File: src/rtl/countdown_timer_pkg.sv
// rtl/countdown_timer_pkg.sv - shared state encodings and default width for the countdown timer
package countdown_timer_pkg;

   localparam int CT_WIDTH = 6;

   typedef enum logic [1:0] {
      ST_IDLE = 2'd0,
      ST_RUN  = 2'd1,
      ST_DONE = 2'd2
   } ct_state_e;

endpackage

File: src/rtl/countdown_timer_if.sv
// rtl/countdown_timer_if.sv - control/status bundle of the countdown timer
interface countdown_timer_if
   import countdown_timer_pkg::*;
#(
   parameter int WIDTH = CT_WIDTH
);
   logic             load;
   logic [WIDTH-1:0] load_val;
   logic             start;
   logic             stop;
   logic             auto_reload;
   logic [WIDTH-1:0] count;
   logic             tc;
   logic             busy;
   logic             done;

   modport master (
      output load, load_val, start, stop, auto_reload,
      input  count, tc, busy, done
   );

   modport slave (
      input  load, load_val, start, stop, auto_reload,
      output count, tc, busy, done
   );
endinterface

File: src/rtl/down_count_reg.sv
// rtl/down_count_reg.sv - loadable down-count register with terminal (==1) flag
module down_count_reg
   import countdown_timer_pkg::*;
#(
   parameter int WIDTH = CT_WIDTH
) (
   input  logic             clk,
   input  logic             rst_n,
   input  logic             load_en_i,
   input  logic [WIDTH-1:0] load_val_i,
   input  logic             dec_en_i,
   output logic [WIDTH-1:0] count_o,
   output logic             is_one_o
);

   logic [WIDTH-1:0] count_q;
   logic [WIDTH-1:0] count_d;

   // next count: load beats decrement; decrement never wraps below zero
   always_comb begin
      count_d = count_q;
      if (load_en_i) begin
         count_d = load_val_i;
      end else if (dec_en_i && (count_q != '0)) begin
         count_d = count_q - WIDTH'(1);
      end
   end

   // count register, cleared asynchronously
   always_ff @(posedge clk or negedge rst_n) begin
      if (!rst_n) begin
         count_q <= '0;
      end else begin
         count_q <= count_d;
      end
   end

   assign count_o  = count_q;
   assign is_one_o = (count_q == WIDTH'(1));

endmodule

File: src/rtl/countdown_timer.sv
// rtl/countdown_timer.sv - one-shot/periodic loadable down-counter with terminal-count pulse
module countdown_timer
   import countdown_timer_pkg::*;
#(
   parameter int WIDTH = CT_WIDTH
) (
   input  logic              clk,
   input  logic              rst_n,
   countdown_timer_if.slave  bus
);

   ct_state_e        state_q, state_d;
   logic [WIDTH-1:0] reload_q, reload_d;
   logic             tc_q, tc_d;
   logic             busy_q, done_q;

   logic             cnt_load;
   logic [WIDTH-1:0] cnt_load_val;
   logic             cnt_dec;
   logic [WIDTH-1:0] cnt;
   logic             cnt_is_one;
   logic [WIDTH-1:0] start_val;

   down_count_reg #(.WIDTH(WIDTH)) u_cnt (
      .clk        (clk),
      .rst_n      (rst_n),
      .load_en_i  (cnt_load),
      .load_val_i (cnt_load_val),
      .dec_en_i   (cnt_dec),
      .count_o    (cnt),
      .is_one_o   (cnt_is_one)
   );

   // value a start would launch with: fresh load, else resume, else reload value
   always_comb begin
      if (bus.load) begin
         start_val = bus.load_val;
      end else if (cnt != '0) begin
         start_val = cnt;
      end else begin
         start_val = reload_q;
      end
   end

   // next state, counter controls and terminal pulse; stop > load > start > decrement
   always_comb begin
      state_d      = state_q;
      reload_d     = reload_q;
      tc_d         = 1'b0;
      cnt_load     = 1'b0;
      cnt_load_val = bus.load_val;
      cnt_dec      = 1'b0;
      case (state_q)
         ST_RUN: begin
            // a load while running only retargets the next period
            if (bus.load) begin
               reload_d = bus.load_val;
            end
            if (bus.stop) begin
               state_d = ST_IDLE;
            end else if (cnt_is_one) begin
               tc_d     = 1'b1;
               cnt_load = 1'b1;
               if (bus.auto_reload && (reload_q != '0)) begin
                  cnt_load_val = reload_q;
               end else begin
                  cnt_load_val = '0;
                  state_d      = ST_DONE;
               end
            end else begin
               cnt_dec = 1'b1;
            end
         end
         default: begin
            if (bus.load) begin
               reload_d = bus.load_val;
               cnt_load = 1'b1;
               state_d  = ST_IDLE;
            end
            if (bus.start && !bus.stop) begin
               if (start_val != '0) begin
                  state_d      = ST_RUN;
                  cnt_load     = 1'b1;
                  cnt_load_val = start_val;
               end else begin
                  state_d = ST_IDLE;
               end
            end
         end
      endcase
   end

   // state, reload value and registered status outputs
   always_ff @(posedge clk or negedge rst_n) begin
      if (!rst_n) begin
         state_q  <= ST_IDLE;
         reload_q <= '0;
         tc_q     <= 1'b0;
         busy_q   <= 1'b0;
         done_q   <= 1'b0;
      end else begin
         state_q  <= state_d;
         reload_q <= reload_d;
         tc_q     <= tc_d;
         busy_q   <= (state_d == ST_RUN);
         done_q   <= (state_d == ST_DONE);
      end
   end

   assign bus.count = cnt;
   assign bus.tc    = tc_q;
   assign bus.busy  = busy_q;
   assign bus.done  = done_q;

endmodule

File: src/flat_wrapper.sv
// flat-port wrapper written by rule: the top's interface ports become plain ports
module countdown_timer_flat import countdown_timer_pkg::*;
#(
   parameter int WIDTH = CT_WIDTH
)
  (clk, rst_n, bus_load, bus_load_val, bus_start, bus_stop, bus_auto_reload, bus_count, bus_tc, bus_busy, bus_done);
  countdown_timer_if #(.WIDTH(WIDTH)) bus_i ();
  input  logic clk;
  input  logic rst_n;
  input wire logic [$bits(bus_i.load)-1:0] bus_load;
  input wire logic [$bits(bus_i.load_val)-1:0] bus_load_val;
  input wire logic [$bits(bus_i.start)-1:0] bus_start;
  input wire logic [$bits(bus_i.stop)-1:0] bus_stop;
  input wire logic [$bits(bus_i.auto_reload)-1:0] bus_auto_reload;
  output wire logic [$bits(bus_i.count)-1:0] bus_count;
  output wire logic [$bits(bus_i.tc)-1:0] bus_tc;
  output wire logic [$bits(bus_i.busy)-1:0] bus_busy;
  output wire logic [$bits(bus_i.done)-1:0] bus_done;
  assign bus_i.load = bus_load;
  assign bus_i.load_val = bus_load_val;
  assign bus_i.start = bus_start;
  assign bus_i.stop = bus_stop;
  assign bus_i.auto_reload = bus_auto_reload;
  assign bus_count = bus_i.count;
  assign bus_tc = bus_i.tc;
  assign bus_busy = bus_i.busy;
  assign bus_done = bus_i.done;
  countdown_timer #(.WIDTH(WIDTH)) u_core (.clk(clk), .rst_n(rst_n), .bus(bus_i));
endmodule
File: config.mk
export PLATFORM = sky130hd
export DESIGN_NAME = countdown_timer_flat
export DESIGN_NICKNAME = d
export VERILOG_FILES = /design/src/rtl/countdown_timer_pkg.sv /design/src/rtl/countdown_timer_if.sv /design/src/rtl/down_count_reg.sv /design/src/rtl/countdown_timer.sv /design/src/flat_wrapper.sv
export SDC_FILE = /design/constraint.sdc
export NUM_CORES = 1
export LEC_CHECK = 0
export BUFFER_PORTS_ARGS = -buffer_cell sky130_fd_sc_hd__buf_2
export CAP_MARGIN = 25
export CORE_ASPECT_RATIO = 0.75
export CORE_UTILIZATION = 44
export CTS_BUF_LIST = sky130_fd_sc_hd__clkbuf_8
export CTS_CLUSTER_DIAMETER = 120
export DETAILED_ROUTE_END_ITERATION = 10
export PLACE_DENSITY = 0.76
export REMOVE_ABC_BUFFERS = 1
export SYNTH_ARGS = -nofsm -noshare
export SYNTH_HDL_FRONTEND = slang
export SYNTH_SLANG_ARGS = --single-unit
File: constraint.sdc
create_clock -name clk -period 6.9 [get_ports clk]
set_input_delay 1.035 -clock clk [delete_from_list [all_inputs] [get_ports clk]]
set_output_delay 1.035 -clock clk [all_outputs]
set_load 0.02 [all_outputs]
==> results of run 1 <==
==> layout make-up <==
cell class / instances / share of cell area
clock buffer: 3 / 0.02923
clock inverter: 1 / 0.002657
inverter: 8 / 0.02126
multi-input combinational: 117 / 0.5430
sequential: 17 / 0.3012
tap: 36 / 0.03189
timing repair buffer: 20 / 0.07086
==> synthesized netlist by cell type (2+ instances only) <==
master	count	area share
nand2b_1	2	0.010
inv_1	7	0.021
o211ai_1	4	0.024
a211oi_1	5	0.030
clkbuf_1	7	0.021
nand2_1	21	0.063
o21ai_0	8	0.032
and3_1	3	0.015
o311ai_1	3	0.021
nor2_1	11	0.033
o21ai_1	5	0.020
mux2_2	5	0.045
nor2b_1	2	0.010
nor4_1	2	0.010
o22ai_1	2	0.010
or4_1	4	0.024
a31oi_1	4	0.020
xnor2_1	3	0.021
o31ai_1	2	0.012
nand4_1	2	0.010
nor3_1	2	0.0080
dfrtp_1	17	0.34
a311oi_1	2	0.014
a21oi_1	4	0.016
a41oi_1	2	0.014
ha_1	3	0.030
nand3_1	2	0.0080
or4_4	2	0.018
nor4b_1	3	0.021
==> flip-flops by register name (all words and copies together), names as in the netlist <==
name,count
u_core.bus.tc,1
u_core.bus.done,1
u_core.u_cnt.count_o,6
u_core.reload_q,6
u_core.bus.busy,1
u_core.state_q,2
==> critical path, cell delays in order <==
cell and delay [ps]:
buf_2 260, clkinv_1 310, nor2_1 270, nor4_1 100
or4_4 640, mux2_2 310, o221ai_2 150
==> report_power, final <==
part	leakage [nW]	switching (mW)	internal (mW)
clock network	0.0269	0.0343	0.0395
logic	0.365	0.170	0.106
registers	0.209	0.0480	0.128
==> metal layers <==
metal | wire length (microns) | part of all wire
met1 | 1473 | 0.45
met2 | 1374 | 0.42
met3 | 401 | 0.12
met4 | 32 | 0.0098
met5 | 0 | 0
==> cells by family (layout without fill, tap and decap cells) <==
logic type | count (synthesis) | after routing | synth area share
AO/OA/AOI/OAI | 45 | 45 | 0.2475
XOR/XNOR | 3 | 3 | 0.02096
adder cells (fa/ha/maj) | 3 | 3 | 0.02994
buffers and inverters | 16 | 32 | 0.04890
flip-flops | 17 | 17 | 0.3393
multiplexers | 5 | 5 | 0.04491
AND/OR/NAND/NOR | 61 | 61 | 0.2685
==> worst min-delay path by stage <==
stage / startpoint / endpoint / slack, ps / cells after the start
2_1_floorplan: u_core.reload_q[5] / u_core.reload_q[5] / 520 / 1
3_3_place_gp: u_core.reload_q[5] / u_core.reload_q[5] / 550 / 1
5_1_grt: u_core.reload_q[5] / u_core.reload_q[5] / 590 / 1
3_5_place_dp: u_core.reload_q[0] / u_core.reload_q[0] / 550 / 1
4_1_cts: u_core.reload_q[0] / u_core.reload_q[0] / 570 / 1
6_report: u_core.reload_q[0] / u_core.reload_q[0] / 570 / 1
==> through the flow <==
stage	instance area, sq um	util	hold slack (ps)	std cells
3_5_place_dp	1368	0.5136	553.9	198
4_1_cts	1413	0.5305	569.7	202
5_1_grt	1413	0.5305	591.1	202
2_1_floorplan	1222	-	517.5	142
6_report	1413	0.5305	571.8	202
3_3_place_gp	1368	0.5136	548.6	198
==> out/qor.csv, run 1 <==
stage;metric;value;unit
clock_network;post-CTS setup buffers;0;
clock_network;CTS sink cnt;17;
critical_path;Reg2Reg Capture Point;u_core.u_cnt.count_o[5];
synthesis;sequential area share after synthesis;0.3393;
critical_path;Worst Path Arrival;3080;ps
critical_path;CP startpoint kind;primary input;
timing;final slew viol count;0;
global_routing;met3 Use GR;0.06075;
global_routing;largest net degree at the start of global routing;18;
synthesis;ys flop type;dfrtp_1;
routing;Via-to-Cell Ratio;6.307;
routing;Total Wirelength;3.281;mm
global_routing;Remaining Overflow, GRT;0;
final_layout;most common cell after layout, fill and taps aside;nand2_1;
place;Final HPWL DP;2.330;mm
global_routing;met1 Track Usage GR;0.3400;
clock_network;CTS buffer count;3;
final_layout;Final #Nets;182;
floorplan;Initial Util;0.4709;
floorplan;die area;3069;sq um
place;Buffers on Ports;20;
clock_network;TritonCTS clock tree;built;
floorplan;I/O Pins;21;
place;post-place setup slack;3826;ps
global_routing;GR peak layer;met2;
hold_path;worst hold path type;reg2reg;
routing;DRC viols;0;
global_routing;all-layer global routing usage;0.2324;
timing;FMAX;0.3439;GHz
routing;first drt pass iteration count;5;
critical_path;Worst Reg2Reg Path Length in Cells;6;
critical_path;Worst Path Required;7070;ps
critical_path;capture point of the critical path;u_core.u_cnt.count_o[2];
timing;worst slew pin tran;1046;ps
final_layout;layout cell share with drive strength beyond 1;0.1988;
power;maximum vdd drop;0.0001515;V
critical_path;Crit Path Category;in2reg;
outcome;status;completed;
timing;endpoints failing setup;0;
clock_network;CTS max path bufs;2;
clock_network;H-tree depth;1;
timing;Period minus WS final;2908;ps
synthesis;Synth async-reset ratio;1.000;
critical_path;Critical path origin;bus_load;
routing;initial drt markers;91;
clock_network;Clk Latency, worst-skew pair;250;ps
clock_network;clock root cell;clkbuf_8;
critical_path;Setup crit end kind;flop;
global_routing;initial antenna violation count;0;
global_routing;grt met2 use;0.3532;
critical_path;CP Max Fanout;16;
synthesis;number of synthesis warnings;0;
routing;Antenna Nets Post-Route;0;
power;Tot Pwr;525.9;uW
global_routing;first-pass GRT wire length;5.271;mm
place;RePlAce Congestion;0.9463;
flow_run;MaxCap Viol Count;0;
critical_path;R2R Setup Slk;4110;ps
timing;period utilization;0.4215;
power;Pwr per Cell Area;372.3;nW/um^2
final_layout;Reg area;425.4;sq um
floorplan;Die X;63.64;microns
timing;Slew HR;0.3011;
power;Leak;0.6016;nW
timing;setup_tns;0;ps
timing;final worst setup slack;3992;ps
floorplan;Core Area;2663;sq um
timing;RSZ-0062 raised after global routing;no;
clock_network;Hold Buf Count CTS;0;
floorplan;# rows;16;
critical_path;worst reg2reg startpoint;u_core.u_cnt.count_o[3];
global_routing;vias in the first global route;1039;
synthesis;post-synthesis register bit count;17;
synthesis;Post-synth EDFFs;0;
synthesis;Synth Area per Inst;8.358;sq um
final_layout;fillers;260;
synthesis;Mapped Area;1254;sq um
synthesis;Syn Inst Count;150;
timing;Fin. Hold Viols;0;
clock_network;Clock Pin Slew Worst Setup and Hold Paths;70;ps
clock_network;CTS resizes;0;
final_layout;commonest cells after routing, fill and taps aside;nand2_1, buf_2, dfrtp_1;
routing;via count;1274;
floorplan;chip height;48.23;microns
final_layout;P&R area growth vs syn;12.67;%
final_layout;Inserted Diodes;0;
routing;wire per inst;16.24;microns
synthesis;distinct cell type count after synthesis;40;
timing;worst clock skew;1.489;ps
final_layout;Multi-input gate area;767.0;sq um
(Power assumes the default switching activity.)
==> run 2: changes to the inputs <==
--- a/config.mk
+++ b/config.mk
@@ -5,6 +5,7 @@
 export SDC_FILE = /design/constraint.sdc
 export NUM_CORES = 1
 export LEC_CHECK = 0
+export ABC_AREA = 1
 export BUFFER_PORTS_ARGS = -buffer_cell sky130_fd_sc_hd__buf_2
 export CAP_MARGIN = 25
 export CORE_ASPECT_RATIO = 0.75
@@ -12,7 +13,7 @@
 export CTS_BUF_LIST = sky130_fd_sc_hd__clkbuf_8
 export CTS_CLUSTER_DIAMETER = 120
 export DETAILED_ROUTE_END_ITERATION = 10
-export PLACE_DENSITY = 0.76
+export PLACE_DENSITY = 0.78
 export REMOVE_ABC_BUFFERS = 1
 export SYNTH_ARGS = -nofsm -noshare
 export SYNTH_HDL_FRONTEND = slang
==> constraint.sdc (replaced) <==
create_clock -name clk -period 2.6 [get_ports clk]
set_input_delay 0.39 -clock clk [delete_from_list [all_inputs] [get_ports clk]]
set_output_delay 0.39 -clock clk [all_outputs]
set_load 0.02 [all_outputs]
==> run 2 against run 1 <==
  * Sequential cell count unchanged
  * Clock-buffer cell count is the same
  * Clock skew increased by 4.8 ps
  * Largest power group unchanged
  * Cell count is 23% higher
  * Power rose by 98%
  * Worst hold slack worse by 530 ps
  * Area after synthesis grew 4.6%
  * Synthesized cell count grew 27%
==> out/qor.csv, run 2 <==
stage;metric;value;unit;change
clock_network;CTS resizes;0;;unchanged
synthesis;Synth async-reset ratio;1.000;;unchanged
global_routing;vias in the first global route;1175;;was 1039
critical_path;Crit Path Category;reg2reg;;was in2reg
critical_path;CP dominant cell by count;nand2_1;;
timing;worst slew pin tran;386.4;ps;was 1046 ps
floorplan;Core Area;2723;sq um;was 2663 sq um
place;Cells after DPL;245;;was 198
synthesis;ys flop type;dfrtp_1;;unchanged
synthesis;top-area cell type share of the netlist area;0.3244;;was 0.3393
timing;Fin. Hold Viols;0;;unchanged
final_layout;Final #Nets;229;;was 182
critical_path;Max stage delay on crit path;410;ps;was 640 ps
critical_path;Reg2Reg Capture Point;u_core.u_cnt.count_o[0];;was u_core.u_cnt.count_o[5]
critical_path;CP cell instances;inv_1 > ha_1 > nand3_4 > nand2_1 > nand3_1 > nand2_1 > inv_1 > nand3_2 > nand3_4 > nand2_4 > inv_2 > nand3_1 > nand2_1;;was buf_2 > clkinv_1 > nor2_1 > nor4_1 > or4_4 > mux2_2 > o221ai_2
routing;Total Wirelength;3.481;mm;was 3.281 mm
critical_path;Worst Path Arrival;2150;ps;was 3080 ps
synthesis;area leader, netlist;dfrtp_1;;unchanged
global_routing;first-pass GRT wire length;5.664;mm;was 5.271 mm
final_layout;layout cell share with drive strength beyond 1;0.1690;;was 0.1988
final_layout;Final Util;0.5423;;was 0.5305
place;post-place setup slack;637.3;ps;was 3826 ps
place;RePlAce Congestion;0.9481;;was 0.9463
critical_path;Setup crit end kind;flop;;unchanged
synthesis;Synth Area per Inst;6.865;sq um;was 8.358 sq um
final_layout;most common cell after layout, fill and taps aside;nand2_1;;unchanged
clock_network;clock root cell;clkbuf_8;;unchanged
critical_path;CP Max Fanout;8;;was 16
timing;RSZ-0062 raised after global routing;no;;unchanged
floorplan;Die X;65.04;microns;was 63.64 microns
critical_path;CP startpoint kind;flop;;was primary input
synthesis;Post-synth EDFFs;0;;unchanged
routing;initial drt markers;138;;was 91
outcome;status;completed;;unchanged
synthesis;Mapped Area;1311;sq um;was 1254 sq um
floorplan;chip height;49.28;microns;was 48.23 microns
floorplan;# rows;16;;unchanged
flow_run;MaxCap Viol Count;0;;unchanged
routing;first drt pass iteration count;4;;was 5
routing;wire per inst;13.98;microns;was 16.24 microns
clock_network;Clock Pin Slew Worst Setup and Hold Paths;70;ps;about the same
timing;setup_tns;0;ps;unchanged
power;Pwr per Cell Area;706.9;nW/um^2;was 372.3 nW/um^2
critical_path;Worst Path Required;2740;ps;was 7070 ps
final_layout;Inserted Diodes;0;;unchanged
final_layout;Reg area;425.4;sq um;unchanged
clock_network;CTS max path bufs;2;;unchanged
power;Leak;0.7875;nW;was 0.6016 nW
timing;Period minus WS final;2017;ps;
synthesis;post-synthesis register bit count;17;;unchanged
timing;FMAX;0.4957;GHz;
global_routing;Remaining Overflow, GRT;0;;unchanged
timing;period utilization;0.7759;;
synthesis;largest cells by area after synthesis;dfrtp_1, nand2_1, a21oi_1, inv_1, nor2_1;;was dfrtp_1, nand2_1, mux2_2, nor2_1, o21ai_0
floorplan;die area;3205;sq um;was 3069 sq um
floorplan;Initial Util;0.4816;;was 0.4709
synthesis;top cells by count, synth;nand2_1, inv_1, nor2_1;;was nand2_1, dfrtp_1, nor2_1
place;Final HPWL DP;2.734;mm;was 2.330 mm
synthesis;count leader, synth;nand2_1;;unchanged
global_routing;initial antenna violation count;0;;unchanged
final_layout;Design Area, Final;1476;sq um;was 1413 sq um
timing;worst clock skew;6.337;ps;was 1.489 ps
final_layout;fin cells;249;;was 202
synthesis;Syn Inst Count;191;;was 150
critical_path;R2R Setup Slk;580;ps;was 4110 ps
timing;endpoints failing setup;0;;unchanged
final_layout;Multi-input gate area;762.0;sq um;was 767.0 sq um
timing;Slew HR;0.7424;;was 0.3011
clock_network;Clk Latency, worst-skew pair;260;ps;was 250 ps
final_layout;P&R area growth vs syn;12.60;%;was 12.67%
critical_path;Worst Reg2Reg Path Length in Cells;13;;was 6
routing;via count;1390;;was 1274
power;maximum vdd drop;0.0003641;V;was 0.0001515 V
clock_network;TritonCTS clock tree;built;;unchanged
final_layout;commonest cells after routing, fill and taps aside;nand2_1, inv_1, nor2_1;;was nand2_1, buf_2, dfrtp_1
critical_path;slowest CP cell;dfrtp_1;;was or4_4
critical_path;Critical path origin;u_core.u_cnt.count_o[0];;was bus_load
global_routing;all-layer global routing usage;0.2395;;was 0.2324
clock_network;H-tree depth;1;;unchanged
global_routing;largest net degree at the start of global routing;18;;unchanged
hold_path;worst hold path type;in2async;;was reg2reg
place;Buffers on Ports;20;;unchanged
clock_network;Hold Buf Count CTS;0;;unchanged
timing;final slew viol count;0;;unchanged
critical_path;capture point of the critical path;u_core.u_cnt.count_o[0];;was u_core.u_cnt.count_o[2]
final_layout;fillers;280;;was 260
timing;final worst setup slack;582.5;ps;was 3992 ps
routing;Antenna Nets Post-Route;0;;unchanged
place;Area after DPL;1430;sq um;was 1368 sq um
synthesis;distinct cell type count after synthesis;26;;was 40
clock_network;CTS sink cnt;17;;unchanged
routing;DRC viols;0;;unchanged
clock_network;CTS buffer count;3;;unchanged
critical_path;worst reg2reg startpoint;u_core.u_cnt.count_o[0];;was u_core.u_cnt.count_o[3]
routing;Via-to-Cell Ratio;5.582;;was 6.307
floorplan;I/O Pins;21;;unchanged
synthesis;number of synthesis warnings;0;;unchanged
clock_network;post-CTS setup buffers;0;;unchanged
synthesis;sequential area share after synthesis;0.3244;;was 0.3393
## run 2: cell types whose count changed after synthesis, sizes merged, moves of 6 or more
cell    previous run  this run
a21oi              4        19
nand2             21        55
a211oi             6         0
nor2              11        23
nand3              2        17
clkbuf             7         0
or4                6         0
inv                7        25
## run 2: worst min path at each step
stage                          to  cells past startpoint  start
6_report       u_core.reload_q[3]                      1  rst_n
4_1_cts        u_core.reload_q[3]                      1  rst_n
3_5_place_dp   u_core.reload_q[2]                      1  rst_n
2_1_floorplan     u_core.bus.busy                      0  rst_n
5_1_grt        u_core.reload_q[3]                      1  rst_n
3_3_place_gp   u_core.reload_q[5]                      1  rst_n
## run 2: worst max-delay path: cells and delay by family, from the launching register on
family                   cells  cell delay, ps
AND/OR/NAND/NOR              9             910
flip-flops                   1             410
adder cells (fa/ha/maj)      1             310
buffers and inverters        3             270
## run 2: kinds of logic after synthesis
kind of cell / after synthesis / share of synthesized area
AOI/OAI and AO/OA: 35 / 0.1508
xor gates and xnor gates: 4 / 0.02672
adders and majority gates: 3 / 0.02863
buffers and inverters: 28 / 0.09446
DFF: 17 / 0.3244
and+or+nand+nor: 104 / 0.3750
## run 2: cell type report
class                      count  share of cell area
multi-input combinational    146              0.5161
sequential                    17              0.2881
timing repair buffer          20             0.06780
inverter                      26             0.06610
tap                           36             0.03051
clock buffer                   3             0.02797
clock inverter                 1            0.003390
## run 2: power by group
part	switching [mW]	internal (mW)	total (mW)
Clock	0.0965	0.107	0.203
Combinational	0.304	0.156	0.460
Sequential	0.0693	0.311	0.380
Total	0.470	0.573	1.04
## run 2: routing by layer
| metal | share of wire | global-route usage | up-vias |
|---|---|---|---|
| met5 | 0 | 0 | - |
| met4 | 0.012 | 0.05072 | 0 |
| met3 | 0.12 | 0.04907 | 6 |
| met2 | 0.42 | 0.3455 | 82 |
| met1 | 0.45 | 0.3643 | 633 |
| li1 | - | - | 669 |
## run 2: through the flow
stage / power, mW / hold WS (ps)
floorplan: 0.7002 / 94.41
global placement: 0.8374 / 334.6
detailed placement: 0.8380 / 337.5
CTS: 1.044 / 55.51
global route: 1.122 / 84.90
finish: 1.044 / 41.97
==> run 3: changes to the inputs <==
==> constraint.sdc (replaced) <==
create_clock -name clk -period 1.7 [get_ports clk]
set_input_delay 0.255 -clock clk [delete_from_list [all_inputs] [get_ports clk]]
set_output_delay 0.255 -clock clk [all_outputs]
set_load 0.02 [all_outputs]
==> run 3 against run 2 <==
  * The flow now finishes with violations (negative setup slack)
  * Global-route usage up 5.0 points
  * Critical path depth is 1 lower
  * Critical endpoint is now u_core.u_cnt.count_o[1]
  * Highest routed layer unchanged
  * First-iteration DRC count rose by 13%
  * Routed wire length rose by 28%
  * Maximum frequency up 9.5%
==> out/qor.csv, run 3 (synthesis results as in run 2) <==
stage;metric;value;unit;change
power;Leak;1.029;nW;was 0.7875 nW
timing;Period minus WS final;1842;ps;was 2017 ps
routing;DRC viols;0;;unchanged
floorplan;chip height;49.28;microns;unchanged
global_routing;largest net degree at the start of global routing;18;;unchanged
hold_path;worst hold path type;in2reg;;was in2async
critical_path;Setup crit end kind;flop;;unchanged
critical_path;CP dominant cell by count;nand2_2;;was nand2_1
timing;endpoints failing setup;9;;was 0
final_layout;Final #Nets;274;;was 229
clock_network;H-tree depth;1;;unchanged
critical_path;Critical path origin;u_core.u_cnt.count_o[3];;was u_core.u_cnt.count_o[0]
timing;Slew HR;0.7269;;was 0.7424
critical_path;CP startpoint kind;flop;;unchanged
floorplan;I/O Pins;21;;unchanged
critical_path;slowest CP cell;dfrtp_2;;was dfrtp_1
final_layout;fillers;232;;was 280
clock_network;Clock Pin Slew Worst Setup and Hold Paths;70;ps;about the same
critical_path;Worst Path Arrival;2000;ps;was 2150 ps
timing;FMAX;0.5429;GHz;was 0.4957 GHz
critical_path;CP cell instances;nor2_4 > nand4_1 > nand2_2 > inv_2 > nand2_2 > nor2_2 > nand3_2 > nand3_4 > nand2_8 > nand2_2 > nand2_1 > nand2_1;;was inv_1 > ha_1 > nand3_4 > nand2_1 > nand3_1 > nand2_1 > inv_1 > nand3_2 > nand3_4 > nand2_4 > inv_2 > nand3_1 > nand2_1
place;Area after DPL;1678;sq um;was 1430 sq um
global_routing;vias in the first global route;1459;;was 1175
power;maximum vdd drop;0.0005613;V;was 0.0003641 V
timing;final worst setup slack;-142.0;ps;was 582.5 ps
critical_path;CP bufs+invs;1;;was 3
final_layout;P&R area growth vs syn;49.24;%;was 12.60%
clock_network;clock root cell;clkbuf_8;;unchanged
floorplan;# rows;16;;unchanged
timing;Fin. Hold Viols;0;;unchanged
routing;first drt pass iteration count;4;;unchanged
routing;Total Wirelength;4.472;mm;was 3.481 mm
critical_path;CP Max Fanout;7;;was 8
final_layout;commonest cells after routing, fill and taps aside;nand2_1, buf_4, inv_1, buf_2, nor2_1;;was nand2_1, inv_1, nor2_1
critical_path;Crit Path Category;reg2reg;;unchanged
floorplan;Initial Util;0.4816;;unchanged
floorplan;Die X;65.04;microns;unchanged
power;Tot Pwr;2.138;mW;was 1.044 mW
critical_path;Max stage delay on crit path;450;ps;was 410 ps
global_routing;first-pass GRT wire length;6.941;mm;was 5.664 mm
timing;period utilization;1.084;;was 0.7759
clock_network;CTS sink cnt;17;;unchanged
timing;setup_tns;-966.2;ps;was 0 ps
clock_network;CTS max path bufs;2;;unchanged
critical_path;Worst Path Required;1860;ps;was 2740 ps
routing;via count;1622;;was 1390
timing;worst slew pin tran;409.6;ps;was 386.4 ps
routing;Antenna Nets Post-Route;0;;unchanged
timing;final slew viol count;0;;unchanged
place;RePlAce Congestion;1.055;;was 0.9481
outcome;status;finished, violations left;;was completed
floorplan;Core Area;2723;sq um;unchanged
clock_network;TritonCTS clock tree;built;;unchanged
floorplan;die area;3205;sq um;unchanged
flow_run;MaxCap Viol Count;0;;unchanged
timing;worst clock skew;4.613;ps;was 6.337 ps
global_routing;Remaining Overflow, GRT;0;;unchanged
clock_network;CTS buffer count;3;;unchanged
final_layout;layout cell share with drive strength beyond 1;0.4264;;was 0.1690
hold_path;HP Start;bus_load_val[2];;
timing;RSZ-0062 raised after global routing;yes;;was no
final_layout;Design Area, Final;1957;sq um;was 1476 sq um
power;Pwr per Cell Area;1093;nW/um^2;was 706.9 nW/um^2
routing;wire per inst;15.21;microns;was 13.98 microns
critical_path;kind of cell adding the most delay to the critical path;simple AND/OR/NAND/NOR gates;;unchanged
global_routing;initial antenna violation count;0;;unchanged
critical_path;worst reg2reg startpoint;u_core.u_cnt.count_o[3];;was u_core.u_cnt.count_o[0]
final_layout;Inserted Diodes;0;;unchanged
place;Buffers on Ports;20;;unchanged
clock_network;Clk Latency, worst-skew pair;260;ps;about the same
outcome;failing checks;negative setup slack;;
routing;Via-to-Cell Ratio;5.517;;was 5.582
place;Final HPWL DP;3.149;mm;was 2.734 mm
routing;initial drt markers;156;;was 138
timing;Hold Slack;261.2;ps;was 41.97 ps
global_routing;all-layer global routing usage;0.2896;;was 0.2395
==> run 3: cell count changes in the layout (fill, tap and decap cells not counted), sizes merged <==
cell         previous run  this run
buf                    20        64
clkinv                  2         1
dlygate4sd3             0         1
inv                    25        26
==> run 3: what timing repair did <==
| item | 4_1_cts | 5_1_grt |
|---|---|---|
| endpoints found under the setup margin | 9 | 9 |
| endpoints found under the hold margin | 17 | 0 |
| pin swaps | 16 | 14 |
| hold buffers | 1 | 0 |
| buffers inserted | 6 | 5 |
| gates resized for setup | 29 | 13 |
==> run 3: cell type report <==
cell class | count | area [sq um] | share of cell area
clock buffer | 3 | 41.29 | 0.02110
clock inverter | 1 | 3.754 | 0.001918
tap | 36 | 45.04 | 0.02302
timing repair buffer | 65 | 444.2 | 0.2270
inverter | 26 | 100.1 | 0.05115
multi-input combinational | 146 | 895.9 | 0.4578
sequential | 17 | 426.7 | 0.2180
==> run 3: path summary, 6_finish.rpt <==
kind                                           endpoint  slack (ps)  cells past startpoint
worst max register to register  u_core.u_cnt.count_o[1]        -140                     12
worst max-delay path            u_core.u_cnt.count_o[1]        -140                     12
max in group asynchronous       u_core.u_cnt.count_o[3]         930                      2
worst min register to register        u_core.state_q[0]         560                      2
min in group asynchronous            u_core.reload_q[4]         460                      2
worst min-delay path                 u_core.reload_q[2]         260                      3
==> run 3: per-layer routing <==
metal	global-route usage	part of all wire	vias to the layer above	wire length (microns)
li1	-	-	758	-
met1	0.4069	0.43	773	1905
met2	0.4306	0.46	79	2041
met3	0.08178	0.097	12	436
met4	0.07971	0.020	0	88
met5	0	0	-	0
==> run 3: per-stage QoR <==
step	instances	worst slack (ps)	utilization
final	294	-142.0	0.7188
after global routing	294	-249.6	0.7188
after CTS	289	-11.48	0.6847
after detailed placement	278	-132.7	0.6163
after global placement	278	-91.60	0.6163
after floorplan	189	-143.4	-
==> run 3: report_power, final <==
part	switching [mW]	internal [mW]	leakage, nW
sequential	0.0728	0.478	0.210
combinational	0.696	0.579	0.793
clock	0.151	0.161	0.0269
total	0.920	1.22	1.03
==> run 3: worst register-to-register path, cell delays in order, from the launching register on <==
cell	delay, ps
dfrtp_2	450
nor2_4	230
nand4_1	190
nand2_2	160
inv_2	60
nand2_2	60
nor2_2	40
nand3_2	90
nand3_4	140
nand2_8	150
nand2_2	60
nand2_1	60
nand2_1	50
